File: src/rtl/wb_master_port.sv
// Wishbone B4 pipelined single-transfer initiator with RTY reissue.
// Optional watchdog: define WB_MASTER_TIMEOUT_EN.
module wb_master_port #(
  parameter int ADR_WIDTH      = 30,
  parameter int MAX_RETRY      = 3,
  parameter int TIMEOUT_CYCLES = 255
) (
  input  logic                 clk_i,
  input  logic                 rst_i,
  input  logic                 req_i,
  input  logic                 req_we_i,
  input  logic [ADR_WIDTH-1:0] req_adr_i,
  input  logic [3:0]           req_sel_i,
  input  logic [31:0]          req_dat_i,
  output logic                 req_ready_o,
  output logic                 rsp_valid_o,
  output logic                 rsp_err_o,
  output logic [31:0]          rsp_dat_o,
  output logic                 wb_cyc_o,
  output logic                 wb_stb_o,
  output logic                 wb_we_o,
  output logic [ADR_WIDTH-1:0] wb_adr_o,
  output logic [3:0]           wb_sel_o,
  output logic [31:0]          wb_dat_o,
  input  logic                 wb_ack_i,
  input  logic                 wb_err_i,
  input  logic                 wb_rty_i,
  input  logic                 wb_stall_i,
  input  logic [31:0]          wb_dat_i
);

  localparam logic [2:0] S_IDLE = 3'd0;
  localparam logic [2:0] S_REQ  = 3'd1;
  localparam logic [2:0] S_WAIT = 3'd2;
  localparam logic [2:0] S_GAP  = 3'd3;

  localparam int RW = (MAX_RETRY < 1) ? 1 : $clog2(MAX_RETRY + 1);

  logic [2:0]    state;
  logic [RW-1:0] retry_cnt;
  logic          live;
  logic          term;
  logic          retry_ok;

  // A termination only counts once the strobe has been taken.
  assign live     = (state == S_WAIT) ||
                    ((state == S_REQ) && !wb_stall_i);
  assign term     = wb_ack_i | wb_err_i | wb_rty_i;
  assign retry_ok = retry_cnt < RW'(MAX_RETRY);

`ifdef WB_MASTER_TIMEOUT_EN
  localparam logic [2:0] S_TOUT = 3'd4;
  localparam int TW_RAW = $clog2(TIMEOUT_CYCLES + 1);
  localparam int TW = (TW_RAW < 8)  ? 8 :
                      (TW_RAW > 16) ? 16 : TW_RAW;

  logic [TW-1:0] tmo_cnt;
  logic          tmo_hit;

  assign tmo_hit = tmo_cnt == TW'(TIMEOUT_CYCLES - 1);
`else
  // Watchdog is compiled out in this build.
  localparam int unused_tmo = TIMEOUT_CYCLES;
`endif

  always_ff @(posedge clk_i or posedge rst_i) begin
    if (rst_i) begin
      state       <= S_IDLE;
      retry_cnt   <= '0;
      req_ready_o <= 1'b1;
      rsp_valid_o <= 1'b0;
      rsp_err_o   <= 1'b0;
      rsp_dat_o   <= '0;
      wb_cyc_o    <= 1'b0;
      wb_stb_o    <= 1'b0;
      wb_we_o     <= 1'b0;
      wb_adr_o    <= '0;
      wb_sel_o    <= '0;
      wb_dat_o    <= '0;
`ifdef WB_MASTER_TIMEOUT_EN
      tmo_cnt     <= '0;
`endif
    end else begin
      rsp_valid_o <= 1'b0;
      case (state)
        S_IDLE: begin
          if (req_i) begin
            wb_we_o     <= req_we_i;
            wb_adr_o    <= req_adr_i;
            wb_sel_o    <= req_sel_i;
            wb_dat_o    <= req_dat_i;
            wb_cyc_o    <= 1'b1;
            wb_stb_o    <= 1'b1;
            req_ready_o <= 1'b0;
            retry_cnt   <= '0;
            state       <= S_REQ;
`ifdef WB_MASTER_TIMEOUT_EN
            tmo_cnt     <= '0;
`endif
          end
        end
        S_REQ, S_WAIT: begin
          if (live) begin
            wb_stb_o <= 1'b0;
            state    <= S_WAIT;
          end
          if (live && term) begin
            wb_stb_o <= 1'b0;
            wb_cyc_o <= 1'b0;
            if (wb_rty_i && !wb_err_i && retry_ok) begin
              retry_cnt <= retry_cnt + 1'b1;
              state     <= S_GAP;
            end else begin
              rsp_valid_o <= 1'b1;
              req_ready_o <= 1'b1;
              state       <= S_IDLE;
              rsp_err_o   <= wb_err_i | wb_rty_i;
              if (!wb_err_i && !wb_rty_i && !wb_we_o)
                rsp_dat_o <= wb_dat_i;
            end
          end
`ifdef WB_MASTER_TIMEOUT_EN
          else if (tmo_hit) begin
            wb_cyc_o <= 1'b0;
            wb_stb_o <= 1'b0;
            state    <= S_TOUT;
          end else begin
            tmo_cnt <= tmo_cnt + 1'b1;
          end
`endif
        end
        S_GAP: begin
          wb_cyc_o <= 1'b1;
          wb_stb_o <= 1'b1;
          state    <= S_REQ;
`ifdef WB_MASTER_TIMEOUT_EN
          tmo_cnt  <= '0;
`endif
        end
`ifdef WB_MASTER_TIMEOUT_EN
        S_TOUT: begin
          rsp_valid_o <= 1'b1;
          rsp_err_o   <= 1'b1;
          req_ready_o <= 1'b1;
          state       <= S_IDLE;
        end
`endif
        default: begin
          wb_cyc_o    <= 1'b0;
          wb_stb_o    <= 1'b0;
          req_ready_o <= 1'b1;
          state       <= S_IDLE;
        end
      endcase
    end
  end

endmodule

File: config.mk
export PLATFORM = sky130hd
export DESIGN_NAME = wb_master_port
export DESIGN_NICKNAME = d
export VERILOG_FILES = /design/src/rtl/wb_master_port.sv
export SDC_FILE = /design/constraint.sdc
export NUM_CORES = 1
export LEC_CHECK = 0
export ABC_AREA = 1
export BUFFER_PORTS_ARGS = -buffer_cell sky130_fd_sc_hd__buf_4
export CORE_MARGIN = 1.5
export CORE_UTILIZATION = 47
export CTS_BUF_LIST = sky130_fd_sc_hd__clkbuf_4 sky130_fd_sc_hd__clkbuf_8
export DETAILED_ROUTE_END_ITERATION = 12
export PLACE_DENSITY = 0.82
export SYNTH_ARGS = -nofsm -noshare
export SYNTH_HDL_FRONTEND = slang
export SYNTH_SLANG_ARGS = --single-unit
File: constraint.sdc
create_clock -name clk_i -period 3.2 [get_ports clk_i]
set_input_delay 0 -clock clk_i [delete_from_list [all_inputs] [get_ports clk_i]]
set_output_delay 0 -clock clk_i [all_outputs]
set_load 0.03 [all_outputs]
After elaboration in Yosys (flattened, before gate mapping)
Index checks and enable logic that the tools add are counted.
{"block": "classes", "bitwise": 5, "n_reduce_logical": 21, "n_mux": 22, "magnitude_cmp": 1, "n_addsub": 1, "n_eq_ne": 8}
{"op": "$reduce_and 4->1", "count": 3}
{"op": "$mux 1", "count": 10}
{"op": "$mux 3", "count": 3}
{"op": "$pmux 1 s3", "count": 3}
{"op": "$pmux 3 s3", "count": 1}
{"op": "$mux 2", "count": 4}
{"op": "$ne 2x2->1 const B", "count": 4}
{"op": "$eq 3x2->1 const B", "count": 2}
{"op": "$logic_and 1x1->1", "count": 6}
{"op": "$reduce_and 2->1", "count": 3}
{"op": "$logic_not 1->1", "count": 4}
{"op": "$pmux 2 s2", "count": 1}
{"op": "$eq 3x1->1 const B", "count": 1}
{"op": "$logic_not 3->1", "count": 1}
{"op": "$ne 3x3->1 const B", "count": 1}
{"op": "$or 1x1->1", "count": 3}
{"op": "$reduce_and 3->1", "count": 1}
{"op": "$add 2x1->2 const B", "count": 1}
{"op": "$lt 2x2->1 const B", "count": 1}
{"op": "$not 1->1", "count": 2}
{"op": "$reduce_bool 2->1", "count": 1}
{"op": "$reduce_or 2->1", "count": 1}
{"op": "$logic_or 1x1->1", "count": 1}
{"block": "totals", "regBits": 109}

Logic depth before layout (Yosys ltp)
{"block": "logic_depth", "depth_word": 6, "ltp_mapped": 10, "depth_no_buf": 9}

Worst setup path before layout
OpenSTA, ideal clock, no wires.
{"block": "synth_path", "path_type": "reg-to-reg", "startpoint": "register state[0]", "endpoint": "register state[1]", "arrival_ns": 1.346, "path_slack_ns": 1.714, "period_less_slack_ns": 1.486, "path_stages_with_launch": 6, "n_path_buf": 0, "required_time_ns": 3.060, "path_cell_list": "dfrtp_1 > inv_1 > ha_1 > inv_1 > o21ai_0 > o21ai_0"}
{"block": "synth_between", "elab_chain_cells": 6, "elab_cells_between_ends": 13, "classes_between": "eq/ne: 5; mux: 2; reduce/logical: 6"}
{"element": "start: declaration", "line_no": "39", "text": "logic [2:0] state;"}
{"element": "start signal: assignment", "line_no": "68", "text": "state <= S_IDLE;"}
{"element": "start signal: assignment", "line_no": "96", "text": "state <= S_REQ;"}
{"element": "start signal: assignment", "line_no": "105", "text": "state <= S_WAIT;"}
{"element": "$eq 3x1->1", "line_no": "47, 85"}
{"element": "$logic_and 1x1->1", "line_no": "47", "text": "((state == S_REQ) && !wb_stall_i);"}
{"element": "$logic_or 1x1->1", "line_no": "46", "text": "assign live = (state == S_WAIT) ||"}
{"element": "$logic_and 1x1->1", "line_no": "107", "text": "if (live && term) begin"}
{"element": "$mux 3 / $ne 3x3->1 (equally long branches)"}
{"element": "$pmux 3 s3 / $reduce_and 2->1 (equally long branches)"}
Parallel ways exist; a longest one is shown, timed or not.
A chain may end at the register's enable or synchronous reset.

Worst setup path after layout
{"block": "layout_path", "startpoint": "input port wb_err_i", "endpoint": "register rsp_dat_o[11]"}
{"block": "layout_between", "elab_chain_cells": 5, "elab_cells_between_ends": 10, "classes_between": "bitwise: 3; reduce/logical: 7"}
{"element": "start: declaration", "line_no": "26", "text": "input logic wb_err_i,"}
{"element": "parallel branches: the longest is 4 deep, another holds $or 1x1->1"}
{"element": "$reduce_and 4->1 (no line) *"}
{"element": "end signal: assignment", "line_no": "119", "text": "rsp_dat_o <= wb_dat_i;"}
{"element": "end: declaration", "line_no": "18", "text": "output logic [31:0] rsp_dat_o,"}
Mark *: on every way between the ends.

==> results by group <==
Status
  • Status: finished clean

Route
  • Wire per inst: 17.9 um
  • Avg Vias per Cell: about 5
  • Routed WL: 13.9 mm
  • Drt pass-1 iters: 4
  • Final ANT Viol Nets: 0
  • Vias after detailed routing: 3,867
  • # DRC: 0
  • Iteration-0 DRC Markers: 105

Worst setup path
  • R2R Setup Slk: approximately 1200 ps
  • CP endpoint kind: flop
  • Family with the most delay on the worst path: buffers and inverters
  • WP buf/inv: 4
  • R2R depth: 6
  • Crit Reg-Reg Startpoint: state[0]
  • CP max stage cell: nor2_4
  • Data required, critical path: 3490 ps
  • Max FO, Critical Path: 32
  • RR Endpoint: rsp_dat_o[11]
  • Worst path cell trace: dlygate4sd3_1 > buf_4 > nor2_2 > dlygate4sd3_1 > inv_2 > nor2_2 > nand2_2 > nor2_4 > nand2_1 > nand2_1
  • Crit path DAT: between 2000 and 3000 ps
  • CP peak stage delay: ~610 ps
  • WS Path Type: in -> reg
  • Setup crit start kind: primary input

Global routing
  • Tot GR Track Use: 28.8%
  • Largest net degree at the start of global routing: 68
  • GRT Residual Overflow: 0
  • Antenna violations before repair: 0
  • First-pass GRT wire length: between 20 and 25 mm
  • Vias in the first global route: 4,378

Clock network
  • Clock buffer depth: 2
  • CTS tree: built
  • Post-CTS setup repair buffer count: 0
  • CTS clk-pin slew, worst paths: 110 ps
  • Clock Tree Root: clkbuf_8
  • Max H-tree Level: 3
  • Clk_lat worst skew: 360 ps
  • Clock sink count: about 110
  • CTS buffer count: 9

STA
  • Setup_tns: 0 ps
  • Max Slew Vio Count: 0
  • Rel. slew slack: 43.6%
  • Worst Slack Setup Final: roughly 980 ps
  • Endpoints failing hold: 0
  • Worst Skew: roughly 20 ps
  • Final min period: 2220 ps
  • Slew @ Worst Pin: roughly 850 ps
  • RSZ-0062 raised after global routing: false
  • Max Fclk: 451 MHz
  • Final Cycle Share: around 69%
  • Setup-failing EPs final: 0

Cells and area
  • Layout Cells excl Fill: 777
  • Nets: 774
  • Final Cell Area: 0.00714 mm^2
  • Fraction of layout cells with a size suffix above 1: 45.7%
  • Layout area overhead: 66.7%

Die
  • # IOs: 210
  • Row cnt: 34
  • Die H: 98.4 um
  • Total die area: 0.00969 mm^2
  • Chip width: 98.4 um
  • Core ar.: between 0.008 and 0.009 mm^2
  • Initial Util: 48.9%

Yosys
  • Distinct cell type count after synthesis: 19
  • Seq/Total Area, Yosys: 63.2%
  • Net Count, Synth: 462
  • Synthesized area: between 0.004 and 0.005 mm^2
  • Fraction of registers with async set/reset: 100%
  • Synth area leader: dfrtp_1
  • Synth cell count leaders: nand2_1 (119), dfrtp_1 (107), mux2_2 (67)
  • Count of yosys warnings during synthesis: 0
  • Share of the synthesized area in the top cell type: 62.5%
  • Post-synth EDFFs: 0
  • Syn Inst Count: 351
  • Flops & latches, synth: around 110
  • Syn avg cell area: 12.2 um^2
  • Top cells by area, synth: dfrtp_1 (63%), mux2_2 (18%), nand2_1 (10%)
  • Dominant cell by count in the synthesized netlist: nand2_1
  • Synth Flop Type: dfrtp_1

Min path
  • Hold WC Path Type: in -> reg
  • WHS Endpoint: wb_stb_o
  • Hold Crit Start: req_i
  • Worst hold path stage count: 5

Placement
  • Placed insts: between 600 and 700
  • Post-DP HPWL: 7.65 mm
  • Placer Congestion: 0.834
  • IO Port Bufs: about 210
  • DP Worst Slack: 1220 ps
  • Dpl cell area: between 0.005 and 0.006 mm^2

Power
  • P_leak: around 3.7 nW
  • Total power per unit cell area: 1000 mW/mm^2
  • Peak supply drop: 770 uV

Job
  • Max-cap viol count: 0
## area by class of cell
type / instances / area [um^2]
inverter: 16 / 62.6
tap: 108 / 135
multi-input combinational: 214 / 1400
fill: 472 / 1620
timing repair buffer: 314 / 2610
antenna: 1 / 2.50
clock buffer: 10 / 131
sequential: 108 / 2700
clock inverter: 6 / 95.1
## power by group
group	leakage, nW	switching (W)	internal [W]
combinational	2.23	0.00226	0.00153
clock	0.108	0.000479	0.000459
sequential	1.31	0.000394	0.00202
total	3.65	0.00313	0.00401
## worst max path at each step
stage / startpoint / to / slack [ps] / cells past startpoint
floorplan: rst_i / retry_cnt[0] / 360 / 1
global placement: state[0] / wb_dat_o[24] / 1290 / 5
detailed placement: state[0] / wb_adr_o[16] / 1220 / 5
CTS: wb_err_i / rsp_dat_o[7] / 1120 / 10
global route: wb_err_i / rsp_dat_o[11] / 900 / 10
finish: wb_err_i / rsp_dat_o[11] / 980 / 10
## tightest hold or removal path, stage by stage
cell     delay (ps)
buf_4            90
nor2_1           60
inv_1            60
nand2_1          70
nand2_1          60
## cells in the final DEF, fill, tap and decap left out
master | netlist | routed
buf_4 | 1 | 212
nor2_2 | 2 | 2
dlygate4sd3_1 | 0 | 102
a21oi_1 | 1 | 1
clkbuf_8 | 0 | 9
mux2_2 | 67 | 67
diode_2 | 0 | 1
o21ai_0 | 5 | 5
clkbuf_4 | 0 | 1
nand3_1 | 4 | 4
nor2_1 | 4 | 4
inv_2 | 1 | 1
clkinvlp_4 | 0 | 2
dfstp_2 | 1 | 1
nand2_2 | 2 | 3
inv_6 | 0 | 1
nor2_4 | 1 | 1
inv_8 | 0 | 1
nand2_1 | 119 | 118
inv_1 | 15 | 14
bufinv_16 | 0 | 2
nand4_1 | 3 | 3
nand3_2 | 1 | 1
ha_1 | 5 | 5
inv_4 | 0 | 1
dfrtp_1 | 107 | 107
## flip-flops by register name, summed over array words and instances (netlist names), 2 cells and up
name,flops
state,2
wb_adr_o,30
retry_cnt,2
rsp_dat_o,32
wb_sel_o,4
wb_dat_o,32
## routing by layer
| metal | share of wire (%) | track usage [%] |
|---|---|---|
| met5 | 0 | 0 |
| met4 | 5.1 | 15.8 |
| met3 | 5.5 | 5.18 |
| met2 | 54 | 53.9 |
| met1 | 35 | 30.5 |
## through the flow
step	utilization, %	hold WS [ps]	total power [W]
after floorplan	-	117	0.00464
after global placement	67.2	174	0.00590
after detailed placement	67.2	185	0.00602
after CTS	81.4	12.5	0.00704
after global routing	81.4	31.7	0.00747
final	81.5	17.5	0.00714
## logic make-up (layout without fill, tap and decap cells)
logic type	Yosys count	in the layout	share of synthesized area, %
buffers and inverters	29	346	4.30
adder cells (fa/ha/maj)	5	5	1.46
AO/OA/AOI/OAI	6	6	0.701
flip-flops	108	108	63.2
other	0	1	0
AND/OR/NAND/NOR	136	136	12.8
multiplexers	67	67	17.6
## timing repair
item | in CTS | in global routing
hold buffers | 102 | 0
hold endpoints to repair | 157 | 0
gates resized for setup | 0 | 0
Note: power is estimated with default switching activity, not from simulation.
